**src/rtl/multicycle_control.sv**
```systemverilog
// Multi-cycle MIPS controller: sequences a shared-memory datapath with a ready
// handshake. A watchdog traps a stalled memory access into a sticky FAULT state.
module multicycle_control #(
   parameter int unsigned TIMEOUT = 16,
   parameter int unsigned CNT_W   = 5
) (
   input  logic       clk,
   input  logic       reset,
   input  logic [5:0] op,
   input  logic [5:0] funct,
   input  logic       zero,
   input  logic       mem_ready,
   output logic       pc_en,
   output logic       iord,
   output logic       mem_read,
   output logic       mem_write,
   output logic       ir_write,
   output logic       reg_dst,
   output logic       mem_to_reg,
   output logic       reg_write,
   output logic       alu_src_a,
   output logic [1:0] alu_src_b,
   output logic [2:0] alu_ctrl,
   output logic [1:0] pc_src,
   output logic       retire,
   output logic       illegal,
   output logic       fault,
   output logic [3:0] state
);

   typedef enum logic [3:0] {
      S_FETCH  = 4'd0,  S_DECODE = 4'd1,  S_MEMADR = 4'd2,  S_MEMRD  = 4'd3,
      S_MEMWB  = 4'd4,  S_MEMWR  = 4'd5,  S_RTEX   = 4'd6,  S_RTWB   = 4'd7,
      S_BEQEX  = 4'd8,  S_ADDIEX = 4'd9,  S_ADDIWB = 4'd10, S_JEX    = 4'd11,
      S_FAULT  = 4'd15
   } state_t;

   localparam logic [5:0] OP_RTYPE = 6'b000000;
   localparam logic [5:0] OP_LW    = 6'b100011;
   localparam logic [5:0] OP_SW    = 6'b101011;
   localparam logic [5:0] OP_BEQ   = 6'b000100;
   localparam logic [5:0] OP_ADDI  = 6'b001000;
   localparam logic [5:0] OP_J     = 6'b000010;

   localparam logic [CNT_W-1:0] LIMIT = (TIMEOUT == 0) ? '0 : CNT_W'(TIMEOUT - 1);

   state_t           cur_state, nxt_state;
   logic [CNT_W-1:0] cnt, cnt_nxt;
   logic             mem_wait;

   function automatic logic rt_legal(input logic [5:0] f);
      return (f == 6'b100000) || (f == 6'b100010) || (f == 6'b100100) ||
             (f == 6'b100101) || (f == 6'b101010);
   endfunction

   function automatic logic [2:0] rt_alu(input logic [5:0] f);
      case (f)
         6'b100010: return 3'b110;
         6'b100100: return 3'b000;
         6'b100101: return 3'b001;
         6'b101010: return 3'b111;
         default:   return 3'b010;
      endcase
   endfunction

   always_ff @(posedge clk) begin
      if (reset) begin
         cur_state <= S_FETCH;
         cnt       <= '0;
      end else begin
         cur_state <= nxt_state;
         cnt       <= cnt_nxt;
      end
   end

   assign state = cur_state;

   always_comb begin
      nxt_state  = cur_state;
      cnt_nxt    = '0;
      mem_wait   = 1'b0;
      pc_en      = 1'b0;
      iord       = 1'b0;
      mem_read   = 1'b0;
      mem_write  = 1'b0;
      ir_write   = 1'b0;
      reg_dst    = 1'b0;
      mem_to_reg = 1'b0;
      reg_write  = 1'b0;
      alu_src_a  = 1'b0;
      alu_src_b  = 2'b00;
      alu_ctrl   = 3'b010;
      pc_src     = 2'b00;
      retire     = 1'b0;
      illegal    = 1'b0;
      fault      = 1'b0;

      case (cur_state)
         S_FETCH: begin
            mem_read  = 1'b1;
            alu_src_b = 2'b01;
            if (mem_ready) begin
               ir_write  = 1'b1;
               pc_en     = 1'b1;
               nxt_state = S_DECODE;
            end else begin
               mem_wait = 1'b1;
            end
         end
         S_DECODE: begin
            alu_src_b = 2'b11;
            case (op)
               OP_LW, OP_SW: nxt_state = S_MEMADR;
               OP_BEQ:       nxt_state = S_BEQEX;
               OP_ADDI:      nxt_state = S_ADDIEX;
               OP_J:         nxt_state = S_JEX;
               OP_RTYPE: begin
                  if (rt_legal(funct)) begin
                     nxt_state = S_RTEX;
                  end else begin
                     illegal   = 1'b1;
                     nxt_state = S_FETCH;
                  end
               end
               default: begin
                  illegal   = 1'b1;
                  nxt_state = S_FETCH;
               end
            endcase
         end
         S_MEMADR: begin
            alu_src_a = 1'b1;
            alu_src_b = 2'b10;
            nxt_state = (op == OP_LW) ? S_MEMRD : S_MEMWR;
         end
         S_MEMRD: begin
            mem_read = 1'b1;
            iord     = 1'b1;
            if (mem_ready) nxt_state = S_MEMWB;
            else           mem_wait  = 1'b1;
         end
         S_MEMWB: begin
            reg_write  = 1'b1;
            mem_to_reg = 1'b1;
            retire     = 1'b1;
            nxt_state  = S_FETCH;
         end
         S_MEMWR: begin
            mem_write = 1'b1;
            iord      = 1'b1;
            if (mem_ready) begin
               retire    = 1'b1;
               nxt_state = S_FETCH;
            end else begin
               mem_wait = 1'b1;
            end
         end
         S_RTEX: begin
            alu_src_a = 1'b1;
            alu_ctrl  = rt_alu(funct);
            nxt_state = S_RTWB;
         end
         S_RTWB: begin
            reg_write = 1'b1;
            reg_dst   = 1'b1;
            retire    = 1'b1;
            alu_ctrl  = rt_alu(funct);
            nxt_state = S_FETCH;
         end
         S_BEQEX: begin
            alu_src_a = 1'b1;
            alu_ctrl  = 3'b110;
            pc_src    = 2'b01;
            pc_en     = zero;
            retire    = 1'b1;
            nxt_state = S_FETCH;
         end
         S_ADDIEX: begin
            alu_src_a = 1'b1;
            alu_src_b = 2'b10;
            nxt_state = S_ADDIWB;
         end
         S_ADDIWB: begin
            reg_write = 1'b1;
            retire    = 1'b1;
            nxt_state = S_FETCH;
         end
         S_JEX: begin
            pc_src    = 2'b10;
            pc_en     = 1'b1;
            retire    = 1'b1;
            nxt_state = S_FETCH;
         end
         S_FAULT: fault = 1'b1;
         default: nxt_state = S_FAULT;
      endcase

      // A ready in the limit cycle has already chosen the normal transition above.
      if (mem_wait) begin
         if (TIMEOUT != 0 && cnt == LIMIT) nxt_state = S_FAULT;
         else                              cnt_nxt   = cnt + 1'b1;
      end

      if (reset) begin
         pc_en      = 1'b0;
         iord       = 1'b0;
         mem_read   = 1'b0;
         mem_write  = 1'b0;
         ir_write   = 1'b0;
         reg_dst    = 1'b0;
         mem_to_reg = 1'b0;
         reg_write  = 1'b0;
         alu_src_a  = 1'b0;
         alu_src_b  = 2'b00;
         alu_ctrl   = 3'b000;
         pc_src     = 2'b00;
         retire     = 1'b0;
         illegal    = 1'b0;
         fault      = 1'b0;
      end
   end

endmodule
```
**config.mk**
```make
export PLATFORM = sky130hd
export DESIGN_NAME = multicycle_control
export DESIGN_NICKNAME = d
export VERILOG_FILES = /design/src/rtl/multicycle_control.sv
export SDC_FILE = /design/constraint.sdc
export NUM_CORES = 1
export LEC_CHECK = 0
export ABC_AREA = 1
export BUFFER_PORTS_ARGS = -buffer_cell sky130_fd_sc_hd__buf_2
export CORE_ASPECT_RATIO = 0.7
export CORE_MARGIN = 8
export CORE_UTILIZATION = 42
export CTS_CLUSTER_DIAMETER = 100
export DETAILED_ROUTE_END_ITERATION = 10
export PLACE_DENSITY = 0.73
export SLEW_MARGIN = 40
export SYNTH_ARGS = -nofsm -noshare
export SYNTH_HDL_FRONTEND = slang
export SYNTH_SLANG_ARGS = --single-unit
```
**constraint.sdc**
```tcl
create_clock -name clk -period 1.2 [get_ports clk]
set_input_delay 0.06 -clock clk [delete_from_list [all_inputs] [get_ports clk]]
set_output_delay 0.06 -clock clk [all_outputs]
set_load 0.1 [all_outputs]
```
==> results of run 1 <==
## stage by stage
step,TNS [ps],std cells
after floorplan,-9755,160
after detailed placement,-3877,244
after global placement,-1883,244
## synth_stat cells
master / instances / area (um2)
sky130_fd_sc_hd__nor2_4: 1 / 11.26
sky130_fd_sc_hd__buf_6: 1 / 11.26
sky130_fd_sc_hd__nor2_2: 2 / 12.51
sky130_fd_sc_hd__nand2_1: 25 / 93.84
sky130_fd_sc_hd__and2_0: 1 / 6.260
sky130_fd_sc_hd__nand3_1: 16 / 80.08
sky130_fd_sc_hd__a31oi_1: 2 / 12.51
sky130_fd_sc_hd__a221oi_1: 1 / 8.760
sky130_fd_sc_hd__nand3b_1: 1 / 7.510
sky130_fd_sc_hd__or2_1: 1 / 6.260
sky130_fd_sc_hd__buf_1: 1 / 3.750
sky130_fd_sc_hd__o21ai_0: 6 / 30.03
sky130_fd_sc_hd__inv_2: 2 / 7.510
sky130_fd_sc_hd__nor3b_1: 1 / 7.510
sky130_fd_sc_hd__nand2_2: 1 / 6.260
sky130_fd_sc_hd__clkbuf_1: 1 / 3.750
sky130_fd_sc_hd__o22ai_1: 1 / 6.260
sky130_fd_sc_hd__nor2_1: 36 / 135.1
sky130_fd_sc_hd__nor4_1: 1 / 6.260
sky130_fd_sc_hd__xor2_1: 1 / 8.760
sky130_fd_sc_hd__a21oi_1: 7 / 35.03
sky130_fd_sc_hd__dfxtp_1: 9 / 180.2
sky130_fd_sc_hd__ha_1: 2 / 25.02
sky130_fd_sc_hd__nand4_1: 7 / 43.79
sky130_fd_sc_hd__nand3_2: 3 / 30.03
sky130_fd_sc_hd__nor3_1: 3 / 15.01
sky130_fd_sc_hd__inv_1: 26 / 97.59
sky130_fd_sc_hd__nand2_4: 1 / 11.26
## cells by family after synthesis
family | Yosys count
fa+ha+maj | 2
flops | 9
buf+inv | 31
compound gates | 17
xor+xnor | 1
simple gates | 100
==> run_summary.xml, run 1 <==
<?xml version="1.0" encoding="UTF-8"?>
<metrics>
  <group name="synthesis">
    <metric name="syn_avg_cell_area" unit="um2">5.646</metric>
    <metric name="ys_seq_area_share" unit="%">19.94</metric>
    <metric name="gate_count_after_technology_mapping" unit="">160</metric>
    <metric name="synth_xor_area_share" unit="%">0.9695</metric>
    <metric name="yosysUniqueCellTypes" unit="">28</metric>
    <metric name="yosys-mux-area-fraction" unit="%">0</metric>
    <metric name="synth-seq-cells" unit="">9</metric>
    <metric name="synth_adder_area_share" unit="%">2.770</metric>
    <metric name="mappedNetlistArea" unit="um2">903.4</metric>
    <metric name="synth_compound_gate_area_share" unit="%">10.25</metric>
    <metric name="synth_simple_gate_area_share" unit="%">52.35</metric>
    <metric name="synth_top_family_by_area" unit="">simple AND/OR/NAND/NOR gates</metric>
    <metric name="synthesis.nets" unit="">178</metric>
    <metric name="count_of_warnings_emitted_by_yosys" unit="">0</metric>
  </group>
  <group name="floorplanning">
    <metric name="die_w" unit="um">71.43</metric>
    <metric name="placement_rows" unit="">14</metric>
    <metric name="initial_standard_cell_utilization_of_the_core" unit="%">43.34</metric>
    <metric name="number_of_top_level_pins" unit="">39</metric>
    <metric name="die-height" unit="um">54.80</metric>
  </group>
  <group name="clock_network">
    <metric name="post_cts.resized_instances" unit="">34</metric>
    <metric name="count_of_clock_tree_sinks" unit="">9</metric>
    <metric name="max-clock-path-buffers" unit="">2</metric>
    <metric name="cts_buffers" unit="">3</metric>
    <metric name="htree_num_levels" unit="">1</metric>
    <metric name="cts_setup_buffers" unit="">7</metric>
    <metric name="cts.root.buffer_cell" unit="">sky130_fd_sc_hd__clkbuf_4</metric>
    <metric name="ctsHoldBuffers" unit="">0</metric>
  </group>
  <group name="run_status">
    <metric name="first-error" unit="">[ERROR DPL-0038] Utilization greater than 100%, impossible to legalize</metric>
    <metric name="flow.stopped_at" unit="">clock tree synthesis</metric>
    <metric name="outcome" unit="">stopped before the end</metric>
  </group>
  <group name="place">
    <metric name="detailed_place_hpwl" unit="um">3689</metric>
    <metric name="dpl_worst_slack" unit="ps">-294.9</metric>
    <metric name="globalplace.congestion" unit="">0.9382</metric>
    <metric name="placed_cell_area" unit="um2">1928</metric>
    <metric name="io_buffers" unit="">38</metric>
  </group>
</metrics>
==> run 2: changes to the inputs <==
--- a/config.mk
+++ b/config.mk
@@ -7,12 +7,10 @@
 export LEC_CHECK = 0
 export ABC_AREA = 1
 export BUFFER_PORTS_ARGS = -buffer_cell sky130_fd_sc_hd__buf_2
-export CORE_ASPECT_RATIO = 0.7
-export CORE_MARGIN = 8
-export CORE_UTILIZATION = 42
-export CTS_CLUSTER_DIAMETER = 100
+export CORE_AREA = 8 8 69 71
 export DETAILED_ROUTE_END_ITERATION = 10
-export PLACE_DENSITY = 0.73
+export DIE_AREA = 0 0 77 79
+export PLACE_DENSITY_LB_ADDON = 0.15
 export SLEW_MARGIN = 40
 export SYNTH_ARGS = -nofsm -noshare
 export SYNTH_HDL_FRONTEND = slang
==> constraint.sdc (replaced) <==
create_clock -name clk -period 1.56 [get_ports clk]
set_input_delay 0.078 -clock clk [delete_from_list [all_inputs] [get_ports clk]]
set_output_delay 0.078 -clock clk [all_outputs]
set_load 0.1 [all_outputs]
==> run_summary.xml, run 2 <==
<?xml version="1.0" encoding="UTF-8"?>
<metrics>
  <group name="synthesis">
    <metric name="synthesis.nets" unit="">178</metric>
    <metric name="async_flop_share" unit="%">0</metric>
    <metric name="yosys-mux-area-fraction" unit="%">0</metric>
    <metric name="share_of_the_synthesized_area_in_the_top_cell_type" unit="%">19.94</metric>
    <metric name="gate_count_after_technology_mapping" unit="">160</metric>
    <metric name="synth_top_family_by_area" unit="">simple AND/OR/NAND/NOR gates</metric>
    <metric name="post-synth-top-count-cell" unit="">sky130_fd_sc_hd__nor2_1</metric>
    <metric name="most_used_flip_flop_cell_after_synthesis" unit="">sky130_fd_sc_hd__dfxtp_1</metric>
    <metric name="synth_simple_gate_area_share" unit="%">52.35</metric>
    <metric name="synth-seq-cells" unit="">9</metric>
    <metric name="synth_xor_area_share" unit="%">0.9695</metric>
    <metric name="yosys-top-cells-area" unit="">sky130_fd_sc_hd__dfxtp_1 20%, sky130_fd_sc_hd__nor2_1 15%, sky130_fd_sc_hd__inv_1 11%, sky130_fd_sc_hd__nand2_1 10%, sky130_fd_sc_hd__nand3_1 8.9%</metric>
    <metric name="count_of_warnings_emitted_by_yosys" unit="">0</metric>
    <metric name="synth_enable_flop_cells" unit="">0</metric>
    <metric name="synth_compound_gate_area_share" unit="%">10.25</metric>
    <metric name="yosysUniqueCellTypes" unit="">28</metric>
    <metric name="ys_top_cells_by_count" unit="">36 x sky130_fd_sc_hd__nor2_1, 26 x sky130_fd_sc_hd__inv_1, 25 x sky130_fd_sc_hd__nand2_1</metric>
    <metric name="mappedNetlistArea" unit="um2">903.4</metric>
    <metric name="ys_seq_area_share" unit="%">19.94</metric>
    <metric name="yosysTopAreaCell" unit="">sky130_fd_sc_hd__dfxtp_1</metric>
    <metric name="syn_avg_cell_area" unit="um2">5.646</metric>
    <metric name="synth_adder_area_share" unit="%">2.770</metric>
  </group>
  <group name="floorplanning">
    <metric name="placement_rows" unit="">23</metric>
    <metric name="die_w" unit="um">77</metric>
    <metric name="core_region_area" unit="um2">3799</metric>
    <metric name="die-height" unit="um">79</metric>
    <metric name="initial_standard_cell_utilization_of_the_core" unit="%">23.78</metric>
    <metric name="fp.dieArea" unit="um2">6083</metric>
    <metric name="number_of_top_level_pins" unit="">39</metric>
  </group>
  <group name="timing">
    <metric name="grt_setup_unrepaired" unit="">yes</metric>
    <metric name="drv_slew" unit="">0</metric>
    <metric name="fmax" unit="MHz">644.6</metric>
    <metric name="finalHoldViolations" unit="">0</metric>
    <metric name="report.final.setup_viol" unit="">0</metric>
    <metric name="fin_tns_setup" unit="ps">0</metric>
    <metric name="actual_transition_at_the_worst_max_transition_pin" unit="ps">496.8</metric>
    <metric name="fin_worst_skew" unit="ps">0.1844</metric>
    <metric name="tightest_slew_margin_relative_to_the_limit" unit="%">67.11</metric>
    <metric name="fin_crit" unit="ps">1551</metric>
    <metric name="finalCritPeriodShare" unit="%">99.45</metric>
    <metric name="final.hold.worst_slack" unit="ps">264.4</metric>
  </group>
  <group name="cells_and_area">
    <metric name="layout_common_cells" unit="">22 x sky130_fd_sc_hd__nand2_1, 22 x sky130_fd_sc_hd__nor2_1, 20 x sky130_fd_sc_hd__inv_1, 19 x sky130_fd_sc_hd__buf_2, 18 x sky130_fd_sc_hd__buf_12</metric>
    <metric name="register_containing_the_most_flip_flops_in_the_final_layout" unit="">cnt</metric>
    <metric name="largest_register_ffs" unit="">5</metric>
    <metric name="insertedDiodeCount" unit="">0</metric>
    <metric name="drive_gt1_share" unit="%">52.11</metric>
    <metric name="areaGrowthSynthToFinish" unit="%">109.8</metric>
    <metric name="stdcell_count" unit="">263</metric>
    <metric name="layout.nets" unit="">232</metric>
  </group>
  <group name="detailed_routing">
    <metric name="drt-vias-per-instance" unit="">4.620</metric>
    <metric name="wire_per_inst" unit="um">12.60</metric>
    <metric name="detailedRoute.firstIterationViolations" unit="">46</metric>
    <metric name="drt_pass1_iterations" unit="">4</metric>
    <metric name="detail_route.drc_violations" unit="">0</metric>
    <metric name="postRouteAntennaNets" unit="">0</metric>
    <metric name="vias" unit="">1215</metric>
    <metric name="detail_route.wirelength" unit="um">3314</metric>
  </group>
  <group name="pwr">
    <metric name="share_comb_of_total_power" unit="%">37.1</metric>
    <metric name="power.share.clock" unit="%">33.7</metric>
    <metric name="cell_internal_pwr" unit="mW">0.5052</metric>
    <metric name="vdd.ir_drop.worst" unit="mV">0.4437</metric>
    <metric name="power.sequential.fraction" unit="%">29.2</metric>
    <metric name="power.static_leakage" unit="nW">0.8375</metric>
    <metric name="switching_share" unit="%">37.67</metric>
    <metric name="power_switching" unit="mW">0.3053</metric>
    <metric name="p_per_cell_area" unit="nW/um2">427.6</metric>
  </group>
  <group name="global_routing">
    <metric name="groute.usage.overall" unit="%">11.37</metric>
    <metric name="number_of_antenna_violations_at_the_first_check_in_global_routing" unit="">0</metric>
    <metric name="first_global_vias" unit="">1279</metric>
    <metric name="grt_pass1_wl" unit="um">5713</metric>
    <metric name="grt_max_degree" unit="">11</metric>
    <metric name="grt.overflow.total" unit="">0</metric>
  </group>
  <group name="critical_path">
    <metric name="timing_worst_setup_path_type" unit="">flop to primary output</metric>
    <metric name="crit_fanout" unit="">6</metric>
    <metric name="critical_path.endpoint_type" unit="">primary output</metric>
    <metric name="crit_path_top_delay_cell" unit="">sky130_fd_sc_hd__dfxtp_4</metric>
    <metric name="worst_path_dominant_cell_family" unit="">simple AND/OR/NAND/NOR gates</metric>
    <metric name="worst_path_cell_trace" unit="">inv_4 &gt; nor2_4 &gt; nand3_4 &gt; or2_4 &gt; o22ai_4 &gt; buf_12</metric>
    <metric name="worst-path-buf-inv" unit="">2</metric>
    <metric name="worstSetupStartpointType" unit="">flop</metric>
    <metric name="required_time_reported_for_the_critical_path_endpoint" unit="ps">1480</metric>
    <metric name="critPathArrivalTime" unit="ps">1470</metric>
    <metric name="worst_path_largest_cell_delay" unit="ps">390</metric>
  </group>
  <group name="clock_network">
    <metric name="max-clock-path-buffers" unit="">2</metric>
    <metric name="cts_buffers" unit="">3</metric>
    <metric name="clock_insertion_delay_worst_skew" unit="ps">230</metric>
    <metric name="htree_num_levels" unit="">1</metric>
    <metric name="count_of_clock_tree_sinks" unit="">9</metric>
    <metric name="cts.root.buffer_cell" unit="">sky130_fd_sc_hd__clkbuf_8</metric>
    <metric name="tritoncts_clock_tree" unit="">built</metric>
    <metric name="worst_setup_hold_path_clk_slew" unit="ps">40</metric>
    <metric name="ctsHoldBuffers" unit="">0</metric>
  </group>
  <group name="place">
    <metric name="io_buffers" unit="">38</metric>
    <metric name="detailed_place_hpwl" unit="um">2734</metric>
    <metric name="placedCellCount" unit="">248</metric>
    <metric name="globalplace.congestion" unit="">0.8208</metric>
  </group>
  <group name="run_status">
    <metric name="outcome" unit="">finished clean</metric>
  </group>
  <group name="flow_run">
    <metric name="max_cap_viol_count" unit="">0</metric>
  </group>
  <group name="hold_path">
    <metric name="worst_hold_path_type" unit="">input pin to flop</metric>
  </group>
</metrics>
## run 2: cell counts after synthesis
No cell type changed its count.
## run 2: worst register-to-register path, cell delays in order (launching register included)
cell and delay [ps]:
sky130_fd_sc_hd__dfxtp_1 320, sky130_fd_sc_hd__ha_1 210, sky130_fd_sc_hd__nand2_1 80, sky130_fd_sc_hd__nor2_1 50
sky130_fd_sc_hd__ha_1 190, sky130_fd_sc_hd__nor2_1 130, sky130_fd_sc_hd__nand3_2 150, sky130_fd_sc_hd__nor3b_2 180
## run 2: cell type report
| type | count | area [um2] |
|---|---|---|
| fill | 377 | 1903 |
| multi-input combinational | 120 | 900.9 |
| timing repair buffer | 52 | 579.3 |
| sequential | 9 | 195.2 |
| inverter | 28 | 112.6 |
| tap | 50 | 62.56 |
| clock buffer | 4 | 45.04 |
## run 2: routing by layer
layer | vias to the layer above | wire length [um] | global-route usage, %
li1 | 630 | - | -
met2 | 35 | 1730 | 20.73
met1 | 545 | 1346 | 12.18
met3 | 5 | 198 | 2.935
met5 | - | 0 | 0
met4 | 0 | 39 | 4.906
## run 2: worst paths after layout
kind	start	to	slack [ps]	cells after the start
setup / recovery	state[2]$_SDFF_PP0_	alu_ctrl[0]	9	6
hold / removal	reset	state[0]$_SDFF_PP0_	260	3
setup reg to reg	cnt[0]$_SDFF_PP0_	cnt[2]$_SDFF_PP0_	180	7
hold reg to reg	cnt[0]$_SDFF_PP0_	cnt[0]$_SDFF_PP0_	450	1
## run 2: stage by stage
step	setup WS [ps]	instance area [um2]	total power, mW	utilization [%]
6_report	8.554	1896	0.8105	49.90
3_3_place_gp	159.6	1705	0.5260	44.89
5_1_grt	-68.88	1896	0.8480	49.90
3_5_place_dp	134.6	1705	0.5297	44.89
4_1_cts	2.582	1862	0.8138	49.01
2_1_floorplan	-263.6	1189	0.4357	-
## run 2: power groups by stage
stage / clock, mW / combinational [mW] / sequential (mW)
after CTS: 0.281 / 0.296 / 0.237
final: 0.273 / 0.301 / 0.237
after global placement: 0 / 0.285 / 0.241
after detailed placement: 0 / 0.288 / 0.242
after floorplan: 0 / 0.181 / 0.255
after global routing: 0.292 / 0.318 / 0.238
## run 2: kinds of logic after synthesis
logic type,after synthesis
buf+inv,31
fa+ha+maj,2
flops,9
xor+xnor,1
compound gates,17
simple gates,100
## run 2: timing repair
item,CTS,global route
endpoints found under the setup margin,6,11
pin swaps,7,3
resized for setup,14,5
setup buffers,9,2
gates cloned,0,0
hold endpoints to repair,0,0
Power figures use the tool's default switching activity.
